===== src/rtl/audio_i2s_frame_scheduler.sv =====
// audio_i2s_frame_scheduler: 64-bit-clock I2S frame timing, LR clock generation,
// and a stereo-pair FIFO that feeds the serializer once per frame.
//
// Ports:
//   iAUD_BCLK         bit clock, all state on posedge
//   reset_reg_N       asynchronous active-low reset
//   i_enable          run request (level)
//   i_clear_underrun  one-cycle pulse, clears underrun flag and counter
//   i_sample_valid    producer offers a stereo pair
//   i_l_sample/i_r_sample   producer left/right sample
//   o_sample_ready    FIFO can accept a pair this cycle
//   o_sample_req      one-cycle per-frame request strobe to the producer
//   o_aud_daclrck     LR clock, 0 = left half of the frame
//   o_lsound_out/o_rsound_out  pair presented to the serializer for this frame
//   o_fifo_level      number of occupied FIFO entries
//   o_underrun        sticky underrun flag
//   o_underrun_cnt    saturating underrun count
//   o_running         high in RUN and DRAIN
module audio_i2s_frame_scheduler #(
    parameter int AUD_BIT_DEPTH = 32,
    parameter int FIFO_DEPTH    = 4
) (
    input  logic                         iAUD_BCLK,
    input  logic                         reset_reg_N,
    input  logic                         i_enable,
    input  logic                         i_clear_underrun,
    input  logic                         i_sample_valid,
    input  logic [AUD_BIT_DEPTH-1:0]     i_l_sample,
    input  logic [AUD_BIT_DEPTH-1:0]     i_r_sample,
    output logic                         o_sample_ready,
    output logic                         o_sample_req,
    output logic                         o_aud_daclrck,
    output logic [AUD_BIT_DEPTH-1:0]     o_lsound_out,
    output logic [AUD_BIT_DEPTH-1:0]     o_rsound_out,
    output logic [$clog2(FIFO_DEPTH):0]  o_fifo_level,
    output logic                         o_underrun,
    output logic [15:0]                  o_underrun_cnt,
    output logic                         o_running
);

    localparam int PW = $clog2(FIFO_DEPTH);
    localparam int LW = PW + 1;
    localparam int DW = 2 * AUD_BIT_DEPTH;

    typedef enum logic [1:0] {
        IDLE  = 2'd0,
        SYNC  = 2'd1,
        RUN   = 2'd2,
        DRAIN = 2'd3
    } state_t;

    state_t           state, state_nxt;
    logic [5:0]       bitcnt, bitcnt_nxt;
    logic             lrck;
    logic [LW-1:0]    level;
    logic [PW-1:0]    wr_ptr, rd_ptr;
    logic [DW-1:0]    mem [FIFO_DEPTH];
    logic [AUD_BIT_DEPTH-1:0] l_out, r_out;
    logic             underrun;
    logic [15:0]      underrun_cnt;

    logic frame_end;
    logic fifo_empty;
    logic push, pop;
    logic pop_req, prime;
    logic underrun_evt;
    logic enter_idle;

    assign frame_end  = (bitcnt == 6'd63);
    assign fifo_empty = (level == '0);

    assign o_sample_ready = (level < LW'(FIFO_DEPTH));
    assign push = i_sample_valid & o_sample_ready;

    // A continuing RUN frame (including DRAIN cancelled at the boundary)
    // consumes a pair and may underrun; the SYNC->RUN boundary only primes
    // the first pair so the first RUN frame already carries audio.
    assign pop_req = frame_end
                     & ((state == RUN) | ((state == DRAIN) & i_enable));
    assign prime   = frame_end & (state == SYNC) & i_enable;
    assign pop     = (pop_req | prime) & ~fifo_empty;
    assign underrun_evt = pop_req & fifo_empty;

    assign enter_idle = (state != IDLE) & (state_nxt == IDLE);

    always_comb begin
        state_nxt = state;
        unique case (state)
            IDLE:  if (i_enable) state_nxt = SYNC;
            SYNC: begin
                if (!i_enable)      state_nxt = IDLE;
                else if (frame_end) state_nxt = RUN;
            end
            RUN:   if (!i_enable) state_nxt = DRAIN;
            DRAIN: begin
                if (i_enable)       state_nxt = RUN;
                else if (frame_end) state_nxt = IDLE;
            end
            default: state_nxt = IDLE;
        endcase
    end

    always_comb begin
        bitcnt_nxt = bitcnt + 6'd1;
        if (state == IDLE || state_nxt == IDLE)
            bitcnt_nxt = 6'd0;
    end

    always_ff @(posedge iAUD_BCLK or negedge reset_reg_N) begin
        if (!reset_reg_N) begin
            state  <= IDLE;
            bitcnt <= 6'd0;
            lrck   <= 1'b0;
        end else begin
            state  <= state_nxt;
            bitcnt <= bitcnt_nxt;
            lrck   <= bitcnt_nxt[5];
        end
    end

    always_ff @(posedge iAUD_BCLK) begin
        if (push)
            mem[wr_ptr] <= {i_l_sample, i_r_sample};
    end

    always_ff @(posedge iAUD_BCLK or negedge reset_reg_N) begin
        if (!reset_reg_N) begin
            wr_ptr <= '0;
            rd_ptr <= '0;
            level  <= '0;
        end else begin
            if (push) wr_ptr <= wr_ptr + PW'(1);
            if (pop)  rd_ptr <= rd_ptr + PW'(1);
            unique case ({push, pop})
                2'b10:   level <= level + LW'(1);
                2'b01:   level <= level - LW'(1);
                default: level <= level;
            endcase
        end
    end

    always_ff @(posedge iAUD_BCLK or negedge reset_reg_N) begin
        if (!reset_reg_N) begin
            l_out <= '0;
            r_out <= '0;
        end else if (pop) begin
            {l_out, r_out} <= mem[rd_ptr];
        end else if (underrun_evt || enter_idle) begin
            l_out <= '0;
            r_out <= '0;
        end
    end

    // A new underrun wins over a coincident clear, restarting the count at 1.
    always_ff @(posedge iAUD_BCLK or negedge reset_reg_N) begin
        if (!reset_reg_N) begin
            underrun     <= 1'b0;
            underrun_cnt <= 16'd0;
        end else if (underrun_evt) begin
            underrun <= 1'b1;
            if (i_clear_underrun)
                underrun_cnt <= 16'd1;
            else if (underrun_cnt != 16'hFFFF)
                underrun_cnt <= underrun_cnt + 16'd1;
        end else if (i_clear_underrun) begin
            underrun     <= 1'b0;
            underrun_cnt <= 16'd0;
        end
    end

    assign o_sample_req   = ((state == SYNC) | (state == RUN))
                            & (bitcnt == 6'd0) & o_sample_ready;
    assign o_aud_daclrck  = lrck;
    assign o_lsound_out   = l_out;
    assign o_rsound_out   = r_out;
    assign o_fifo_level   = level;
    assign o_underrun     = underrun;
    assign o_underrun_cnt = underrun_cnt;
    assign o_running      = (state == RUN) | (state == DRAIN);

endmodule


===== config.mk =====
export PLATFORM = sky130hd
export DESIGN_NAME = audio_i2s_frame_scheduler
export DESIGN_NICKNAME = d
export VERILOG_FILES = /design/src/rtl/audio_i2s_frame_scheduler.sv
export SDC_FILE = /design/constraint.sdc
export NUM_CORES = 1
export LEC_CHECK = 0
export ABC_AREA = 0
export ABC_CLOCK_PERIOD_IN_PS = 3050
export BUFFER_PORTS_ARGS = -buffer_cell sky130_fd_sc_hd__buf_2
export CORE_MARGIN = 5
export CORE_UTILIZATION = 52
export CTS_CLUSTER_SIZE = 14
export DETAILED_ROUTE_END_ITERATION = 16
export PLACE_DENSITY = 0.79
export SYNTH_ARGS = -nofsm -noshare
export SYNTH_HDL_FRONTEND = slang
export SYNTH_SLANG_ARGS = --single-unit

===== constraint.sdc =====
create_clock -name iAUD_BCLK -period 3.05 [get_ports iAUD_BCLK]
set_clock_uncertainty 0.15 [all_clocks]
set_input_delay 0.7625 -clock iAUD_BCLK [delete_from_list [all_inputs] [get_ports iAUD_BCLK]]
set_output_delay 0.7625 -clock iAUD_BCLK [all_outputs]
set_load 0.01 [all_outputs]

==> impl_metrics.toml <==
[detailed_routing]
ant_nets = 0
dr.pass1.iters = 7
drc = 0
post_drt_wl_per_cell_um = 22.2
via_count = 7117
drt_iter0_drc = 614
wl_mm = 27.2
via_per_inst = 5.80

[setup_path]
crit_path_end_kind = "output port"
critPathSlowestCell = "dfrtp_1"
critical-path-max-stage-delay_ns = 0.46
cp-startpoint = "state[1]$_DFF_PN0_"
ff2ff_path_depth = 8
critical_path_class = "flip-flop to output port"
crit_path_start_kind = "flip-flop"
crit_path_end = "o_sample_req"
cp_num_cells = 5
cp_cell_sequence = "inv_1, ha_1, nor4b_1, and3_1, buf_2"
cpLargestDelayFamily = "flip-flops"
rrSetupSlack_ns = 0.38
r2r-start = "state[0]$_DFF_PN0_"
crit_buf_inv = 2
worst_ep_arrival_time_ns = 1.90
path_max_fanout = 7
r2r_end = "o_rsound_out[12]$_DFFE_PN0P_"
cp.required_ns = 2.14

[synth]
synth_area_leaders = "edfxtp_1, dfrtp_1, mux4_2, a22o_1, ha_1"
avgSynthCellArea_um2 = 19.6
syn_area_mm2 = 0.0135
synth.net_count = 770
synth-seq-area-share_pct = 74.9
synth_warnings = 0
synth_cells = 687
synth_most_common_cell = "edfxtp_1"
synth_common_cells = "edfxtp_1, dfrtp_1, a22o_1, mux4_2, clkbuf_1"
synth_top_area_cell = "edfxtp_1"
synth_seq_cells = 352
synth_edf_count = 256
ys.flop_type = "edfxtp_1"
synth_cell_types = 54
ys_async_sr_fraction_pct = 27.3
netlist.area_leader.share_pct = 57.1

[cts]
cts_buffers = 35
path_clk_slew_ns = 0.06
cts_hold_buf = 0
cts_max_level = 2
cts_max_path_buffers = 3
clockRootBuffer = "clkbuf_16"
tritoncts = "yes"
cts_resized = 0
postCtsSetupRepairBufs = 0
cts.sink_count = 352
worstSkewPairLatency_ns = 0.51

[sta]
post-route-period-util_pct = 92.1
grt_setup_unrepaired = "false"
worst_slew_pin_slew_ns = 0.834
max_freq_ghz = 0.356
finalHoldViolations = 0
fin_crit_ns = 2.81
timing.slew.headroom_pct = 44.4
tns_ns = 0
slew_viol_final = 0
setup_viol = 0

[floorplanning]
die_height_um = 171
dieArea_mm2 = 0.0292
start_util_pct = 52.3
die_w_um = 171
row_count = 59
coreArea_mm2 = 0.0258
ioPinCount = 157

[cells_and_area]
seq_area_mm2 = 0.0101
drive_gt1_share_pct = 34.6
fin_nets = 948
syn2layout_area_growth_pct = 18.6
multi_input_area_mm2 = 0.00313
final_cells = 1227
n_fill_cell = 1848

[grt]
grt_start_max_net_pins = 97
gr-total-overflow = 0
grt_pass1_vias = 7542
use_met1_pct = 25.5
grt_pass1_wl_mm = 43.0
antenna_found_initial = 7
grtUsageMet2_pct = 31.9
use_met3_pct = 5.08
busiest_layer = "met2"
grt_usage_pct = 19.0

[placed_design]
gp_congestion = 0.820
io_buffer_count = 156
placed_cells = 1163
place_hpwl_mm = 15.8

[worst_hold_path]
hp-class = "primary input to async pin"

[power]
p_per_area_mw_per_mm2 = 743
ir_worst_vdd_uv = 551
p_leak_nw = 6.15

[flow_run]
cap_violations = 0

[outcome]
status = "complete, no violations"
[report_power, final]
group	total, mW	leakage (nW)	switching (mW)	internal, mW
logic	1.64	1.92	1.03	0.619
registers	5.91	3.65	0.186	5.72
clock network	4.31	0.577	1.74	2.57
total	11.9	6.15	2.95	8.91
[cells in the final DEF (no fill, tap or decap), drive strengths merged, types with 11 or more instances in the layout]
cell    synthesis  layout
a22o           64      64
buf            12     176
clkbuf         23      52
dfrtp          96      96
edfxtp        256     256
ha             13      13
inv            20      22
mux4           64      64
nand2          11      11
nor2           15      15
xnor2          13      13
[how the worst min path moves through the flow]
stage / slack [ns] / cells after the start / to / start
3_3_place_gp: 0.33 / 1 / o_lsound_out[23]$_DFFE_PN0P_ / o_lsound_out[23]$_DFFE_PN0P_
2_1_floorplan: 0.30 / 1 / bitcnt[0]$_DFF_PN0_ / bitcnt[0]$_DFF_PN0_
6_report: 0.1 / 2 / bitcnt[0]$_DFF_PN0_ / reset_reg_N
4_1_cts: 0.20 / 2 / o_rsound_out[3]$_DFFE_PN0P_ / reset_reg_N
3_5_place_dp: 0.34 / 1 / o_rsound_out[22]$_DFFE_PN0P_ / o_rsound_out[22]$_DFFE_PN0P_
5_1_grt: 0.15 / 2 / bitcnt[0]$_DFF_PN0_ / reset_reg_N
[metal layers]
layer	wire length, um	vias up
met5	69	-
met4	392	12
met3	2010	48
met2	13700	236
met1	11000	3677
li1	-	3144
[final cells by class]
cell class	instances	area share, %
diodes	1	0.0157
clock buffers	52	6.58
flip-flops and latches	352	63.2
well taps	335	2.62
inverters	20	0.470
clock inverters	11	0.759
multi-input cells	280	19.6
repair buffers	176	6.78
[metrics by stage]
stage | hold slack (ns) | area, um^2 | setup WS, ns | util (%) | power [mW]
after floorplan | 0.305 | 13500 | 0.399 | - | 7.06
after global placement | 0.331 | 14800 | 0.372 | 57.5 | 7.61
after detailed placement | 0.337 | 14800 | 0.336 | 57.5 | 7.68
after CTS | 0.205 | 16000 | 0.249 | 62.0 | 12.0
after global routing | 0.148 | 16000 | 0.102 | 62.0 | 12.4
final | 0.0995 | 16000 | 0.242 | 62.0 | 11.9
[kinds of logic (layout without fill, tap and decap cells)]
kind of cell / Yosys count / after routing / share of synthesized area (%)
xor gates and xnor gates: 17 / 17 / 1.11
other: 0 / 1 / 0
AOI/OAI and AO/OA: 108 / 108 / 6.57
DFF: 352 / 352 / 74.9
muxes: 65 / 65 / 10.8
and+or+nand+nor: 76 / 76 / 3.35
buffers and inverters: 55 / 259 / 1.96
adders and majority gates: 14 / 14 / 1.36
[registers in the layout, summed over array words and instances, names as in the netlist]
name / flops
mem: 256
o_lsound_out: 32
o_rsound_out: 32
o_underrun_cnt: 16
bitcnt: 6
o_fifo_level: 3
rd_ptr: 2
state: 2
wr_ptr: 2
o_underrun: 1
Power figures use the tool's default switching activity.
